[config.mk]
export PLATFORM = sky130hd
export DESIGN_NAME = sram_arbiter
export DESIGN_NICKNAME = d
export VERILOG_FILES = /design/src/rtl/sram_arb_pkg.sv /design/src/rtl/rr_grant.sv /design/src/rtl/sram_arbiter.sv
export SDC_FILE = /design/constraint.sdc
export NUM_CORES = 1
export LEC_CHECK = 0
export CORE_MARGIN = 5
export CORE_UTILIZATION = 24
export CTS_CLUSTER_SIZE = 20
export DETAILED_ROUTE_END_ITERATION = 10
export PLACE_DENSITY = 0.8
export SLEW_MARGIN = 40
export SYNTH_ARGS = -nofsm -noshare
export SYNTH_HDL_FRONTEND = slang
export SYNTH_HIERARCHICAL = 1
export SYNTH_SLANG_ARGS = --single-unit
[constraint.sdc]
create_clock -name clock -period 1.95 [get_ports clock]
set_input_delay 0.4875 -clock clock [delete_from_list [all_inputs] [get_ports clock]]
set_output_delay 0.4875 -clock clock [all_outputs]
set_load 0.05 [all_outputs]
[src/rtl/sram_arb_pkg.sv]
// sram_arb_pkg: shared constants, index-width helper and read-tag type for the SRAM arbiter.
package sram_arb_pkg;

    localparam int DEF_NUM_REQ      = 2;
    localparam int DEF_DATA_WIDTH   = 4;
    localparam int DEF_ADDR_WIDTH   = 6;
    localparam int DEF_WMASK_WIDTH  = 2;
    localparam int DEF_READ_LATENCY = 2;
    localparam int ID_W             = 8;

    function automatic int idx_w(input int n);
        return (n > 2) ? $clog2(n) : 1;
    endfunction

    typedef struct packed {
        logic            valid;
        logic [ID_W-1:0] id;
    } rd_tag_t;

endpackage

[src/rtl/rr_grant.sv]
// rr_grant: one-hot round-robin grant searching upward from ptr with wrap-around.
module rr_grant #(
    parameter int N  = 2,
    parameter int IW = 1
) (
    input  logic [N-1:0]  req,
    input  logic [IW-1:0] ptr,
    input  logic          en,
    output logic [N-1:0]  gnt,
    output logic [IW-1:0] gnt_idx
);

    // Walk from farthest to nearest so the requester closest to ptr is written last and wins.
    always_comb begin
        gnt     = '0;
        gnt_idx = '0;
        for (int k = N - 1; k >= 0; k--) begin
            if (en && req[(int'(ptr) + k) % N]) begin
                gnt     = N'(1) << ((int'(ptr) + k) % N);
                gnt_idx = IW'((int'(ptr) + k) % N);
            end
        end
    end

endmodule

[src/rtl/sram_arbiter.sv]
// sram_arbiter: round-robin sharing of one SRAM wrapper among requesters,
// steering read data back to the issuing requester.
module sram_arbiter
    import sram_arb_pkg::*;
#(
    parameter int NUM_REQ      = DEF_NUM_REQ,
    parameter int DATA_WIDTH   = DEF_DATA_WIDTH,
    parameter int ADDR_WIDTH   = DEF_ADDR_WIDTH,
    parameter int WMASK_WIDTH  = DEF_WMASK_WIDTH,
    parameter int READ_LATENCY = DEF_READ_LATENCY
) (
    input  logic                           clock,
    input  logic                           reset,
    input  logic [NUM_REQ-1:0]             req_valid,
    output logic [NUM_REQ-1:0]             req_ready,
    input  logic [NUM_REQ-1:0]             req_we,
    input  logic [NUM_REQ*WMASK_WIDTH-1:0] req_wmask,
    input  logic [NUM_REQ*ADDR_WIDTH-1:0]  req_addr,
    input  logic [NUM_REQ*DATA_WIDTH-1:0]  req_din,
    output logic [NUM_REQ-1:0]             rsp_valid,
    output logic [DATA_WIDTH-1:0]          rsp_data,
    output logic                           sram_we,
    output logic [WMASK_WIDTH-1:0]         sram_wmask,
    output logic [ADDR_WIDTH-1:0]          sram_addr,
    output logic [DATA_WIDTH-1:0]          sram_din,
    input  logic [DATA_WIDTH-1:0]          sram_dout,
    output logic                           busy
);

    localparam int IW = idx_w(NUM_REQ);

    logic [IW-1:0]      ptr_q, ptr_d, gnt_idx;
    logic [NUM_REQ-1:0] gnt;
    logic               accept;
    rd_tag_t            pipe_q [READ_LATENCY+1];
    rd_tag_t            pipe_d [READ_LATENCY+1];
    rd_tag_t            last;

    rr_grant #(.N(NUM_REQ), .IW(IW)) u_grant (
        .req     (req_valid),
        .ptr     (ptr_q),
        .en      (!reset),
        .gnt     (gnt),
        .gnt_idx (gnt_idx)
    );

    assign req_ready  = gnt;
    assign accept     = |gnt;
    assign ptr_d      = !accept ? ptr_q : (int'(gnt_idx) == NUM_REQ - 1) ? '0 : gnt_idx + 1'b1;
    assign sram_we    = accept & req_we[gnt_idx];
    assign sram_wmask = accept ? req_wmask[int'(gnt_idx)*WMASK_WIDTH +: WMASK_WIDTH] : '0;
    assign sram_addr  = accept ? req_addr[int'(gnt_idx)*ADDR_WIDTH +: ADDR_WIDTH] : '0;
    assign sram_din   = accept ? req_din[int'(gnt_idx)*DATA_WIDTH +: DATA_WIDTH] : '0;

    // The wrapper registers its inputs on the accept edge, so the tag needs one stage beyond READ_LATENCY to line up with dout.
    always_comb begin
        pipe_d[0].valid = accept && !req_we[gnt_idx];
        pipe_d[0].id    = ID_W'(gnt_idx);
        for (int s = 1; s <= READ_LATENCY; s++) pipe_d[s] = pipe_q[s-1];
    end

    always_comb begin
        busy = 1'b0;
        for (int s = 0; s <= READ_LATENCY; s++) busy = busy | pipe_q[s].valid;
    end

    assign last      = pipe_q[READ_LATENCY];
    assign rsp_valid = last.valid ? NUM_REQ'(1) << last.id : '0;
    assign rsp_data  = last.valid ? sram_dout : '0;

    always_ff @(posedge clock or posedge reset) begin
        if (reset) begin
            ptr_q  <= '0;
            pipe_q <= '{default: '0};
        end else begin
            ptr_q  <= ptr_d;
            pipe_q <= pipe_d;
        end
    end

endmodule
==> summary.txt <==
Outcome: finished, violations left
Failing checks: negative setup slack
Pin count of the biggest net entering global routing: 9
Post-synth top area cell: dfrtp_1
Proportion of layout cells with a drive suffix above 1: 0.6240
CP Class: reg -> out
Total CTS buffers: 3
Clock Pin Slew Worst Setup and Hold Paths: 0.06 ns
Hold Violations, Final: 0
RSZ-0062 raised after global routing: true
Sequential area share after synthesis: 0.3535
Die width: 55.44 microns
Register area: 175.2 sq um
Synth area leaders: dfrtp_1 35%, mux2i_1 28%, nor2_1 9.8%, and2_1 6.3%, buf_12 4.0%
Fillers: 97
Die area: 3073 sq um
Die extent in y: 55.44 microns
# setup viols final: 13
Post-DR vias/cell: 4.559
Minimum clock period: 2.100 ns
# diodes: 0
Final WL: 2887 microns
Pre-CTS setup slack: -0.5473 ns
Setup TNS: -1.756 ns
Net count, final: 160
Synthesized cell area: 495.5 sq um
Max Cap Violations: 0
Slew @ Worst Pin: 0.2221 ns
Remaining Overflow, GRT: 0
Input/output buffers: 55
Clock Skew: 0.002038 ns
Mapped Nets: 88
Drt wl/cell: 18.99 microns
Hold crit path type: in -> async
I/O pins: 56
DR iter-0 viols: 2
Area fraction of the dominant cell type after synthesis: 0.3535
Core ar.: 1962 sq um
Routability cong.: 0.7815
ANT nets after route: 0
DRC: 0
Fmax: 0.4763 GHz
Crit path DAT: 1.61 ns
Hold-fix buffers at CTS: 0
Multi-input logic area: 551.8 sq um
Initial Utilization: 0.2526
Worst IR Drop VDD: 0.3412 mV
CP max stage delay: 0.38 ns
CTS tree: built
# rows: 16
Worst slew margin relative to its limit: 0.8490
Cell mode on critical path: buf_12
Largest fanout on the critical path: 7
Setup ws final: -0.1496 ns
Fin crit share: 1.077
Critical-path top delay cell: dfrtp_1
CP Launch Type: flip-flop
Library cells used by synthesis: 13
Global-route wire length before repair: 4429 microns
Area growth, synth to finish: 243.2%
Core Util, Final: 0.8667
Clk sinks: 7
Root Driver: clkbuf_4
Critical path required time: 1.46 ns
Via count: 693
Power Dens Cells: 528.3 nW/um^2
Gr usage total: 0.1893
H-tree depth: 1
Post-synthesis register bit count: 7
Crit path cell chain: inv_2, a21oi_4, buf_12, mux2i_2, nor2_4, buf_12
Endpoint type of the worst setup path: primary output
Vias in the first global route: 834
Leak: 0.6674 nW
Post-Syn Area per Cell: 9.175 sq um
Pre-antenna DRT Iters: 3
Clock Tree Buf Depth: 2
Post-DP HPWL: 1713 microns
Syn Inst Count: 54
Initial antenna violation count: 0
Clock Latency Late Sink: 0.25 ns
Synth warn: 6
Final slew viol count: 0
[critical path: cells and delay by family, from the launching register on]
family | cells | cell delay, ns
mux | 1 | 0.27
buf+inv | 3 | 0.40
compound gates | 1 | 0.24
simple gates | 1 | 0.06
flops | 1 | 0.38
[state kept, by name, indices dropped and copies added (netlist names)]
signal,flops
pipe_d,4
last,2
ptr_q,1
[per-layer routing]
| metal | track usage | up-vias | wire [microns] |
|---|---|---|---|
| li1 | - | 318 | - |
| met1 | 0.2068 | 323 | 1099 |
| met2 | 0.3226 | 50 | 1474 |
| met3 | 0.09324 | 2 | 301 |
| met4 | 0.05208 | 0 | 11 |
| met5 | 0 | - | 0 |
[final cells by class]
class	instances	share of cell area
sequential	7	0.1030
clock buffer	3	0.01325
multi-input combinational	40	0.3245
inverter	3	0.008830
clock inverter	1	0.002943
tap	27	0.01987
timing repair buffer	71	0.5276
[report_power, final]
| part | switching [mW] | internal (mW) | leakage (nW) |
|---|---|---|---|
| Combinational | 0.296 | 0.300 | 0.561 |
| Clock | 0.0612 | 0.0753 | 0.0177 |
| Sequential | 0.00838 | 0.158 | 0.0889 |
| Total | 0.365 | 0.533 | 0.667 |
[path summary, 6_finish.rpt]
| check | from | end | slack (ns) | cells after the start |
|---|---|---|---|---|
| min in group clock | pipe_d[17] | pipe_d[8] | 0.37 | 0 |
| max in group asynchronous | reset | pipe_d[17] | 1.49 | 4 |
| hold reg to reg | pipe_d[17] | pipe_d[8] | 0.37 | 0 |
| setup / recovery | ptr_q | sram_wmask[1] | -0.15 | 6 |
| hold / removal | reset | pipe_d[0] | 0.34 | 4 |
| setup reg to reg | ptr_q | pipe_d[17] | 0.31 | 7 |
[cell usage after synthesis, drive strengths merged]
library cell and count:
nor2 14, nand2 2, inv 3, or3 1, nor2b 2, and2 5
buf 4, a21oi 2, dfrtp 7, mux2i 14
[timing repair]
action                                  4_1_cts  5_1_grt
endpoints found under the setup margin       15       14
resized for setup                            43       11
buffers inserted                              6        1
cloned                                        2        0
pin swaps                                    11        6
[through the flow]
| step | cell area (sq um) | hold WS [ns] | power (mW) | std cells |
|---|---|---|---|---|
| after floorplan | 620.6 | 0.2703 | 0.4200 | 54 |
| after detailed placement | 1433 | 0.3435 | 0.6628 | 143 |
| after global placement | 1433 | 0.3368 | 0.6532 | 143 |
| after CTS | 1703 | 0.3250 | 0.8856 | 154 |
| final | 1700 | 0.3367 | 0.8984 | 152 |
| after global routing | 1700 | 0.3450 | 0.9352 | 152 |
[layout by cell type, fill, tap and decap left out, types with 2 or more instances in the layout]
master | Yosys | routed
clkdlybuf4s50_1 | 0 | 30
buf_12 | 1 | 22
nor2_4 | 0 | 14
buf_4 | 2 | 13
mux2i_4 | 0 | 12
dfrtp_1 | 7 | 7
and2_1 | 5 | 5
clkbuf_4 | 0 | 3
buf_6 | 1 | 3
nor2b_1 | 2 | 2
buf_2 | 0 | 2
a21oi_4 | 0 | 2
[cell families (layout without fill, tap and decap cells)]
logic type | Yosys count | in the layout | synth area share
simple gates | 24 | 24 | 0.2273
buf+inv | 7 | 78 | 0.1162
compound gates | 2 | 2 | 0.02020
mux | 14 | 14 | 0.2828
flops | 7 | 7 | 0.3535
No activity file was read; power rests on OpenSTA's default activity.
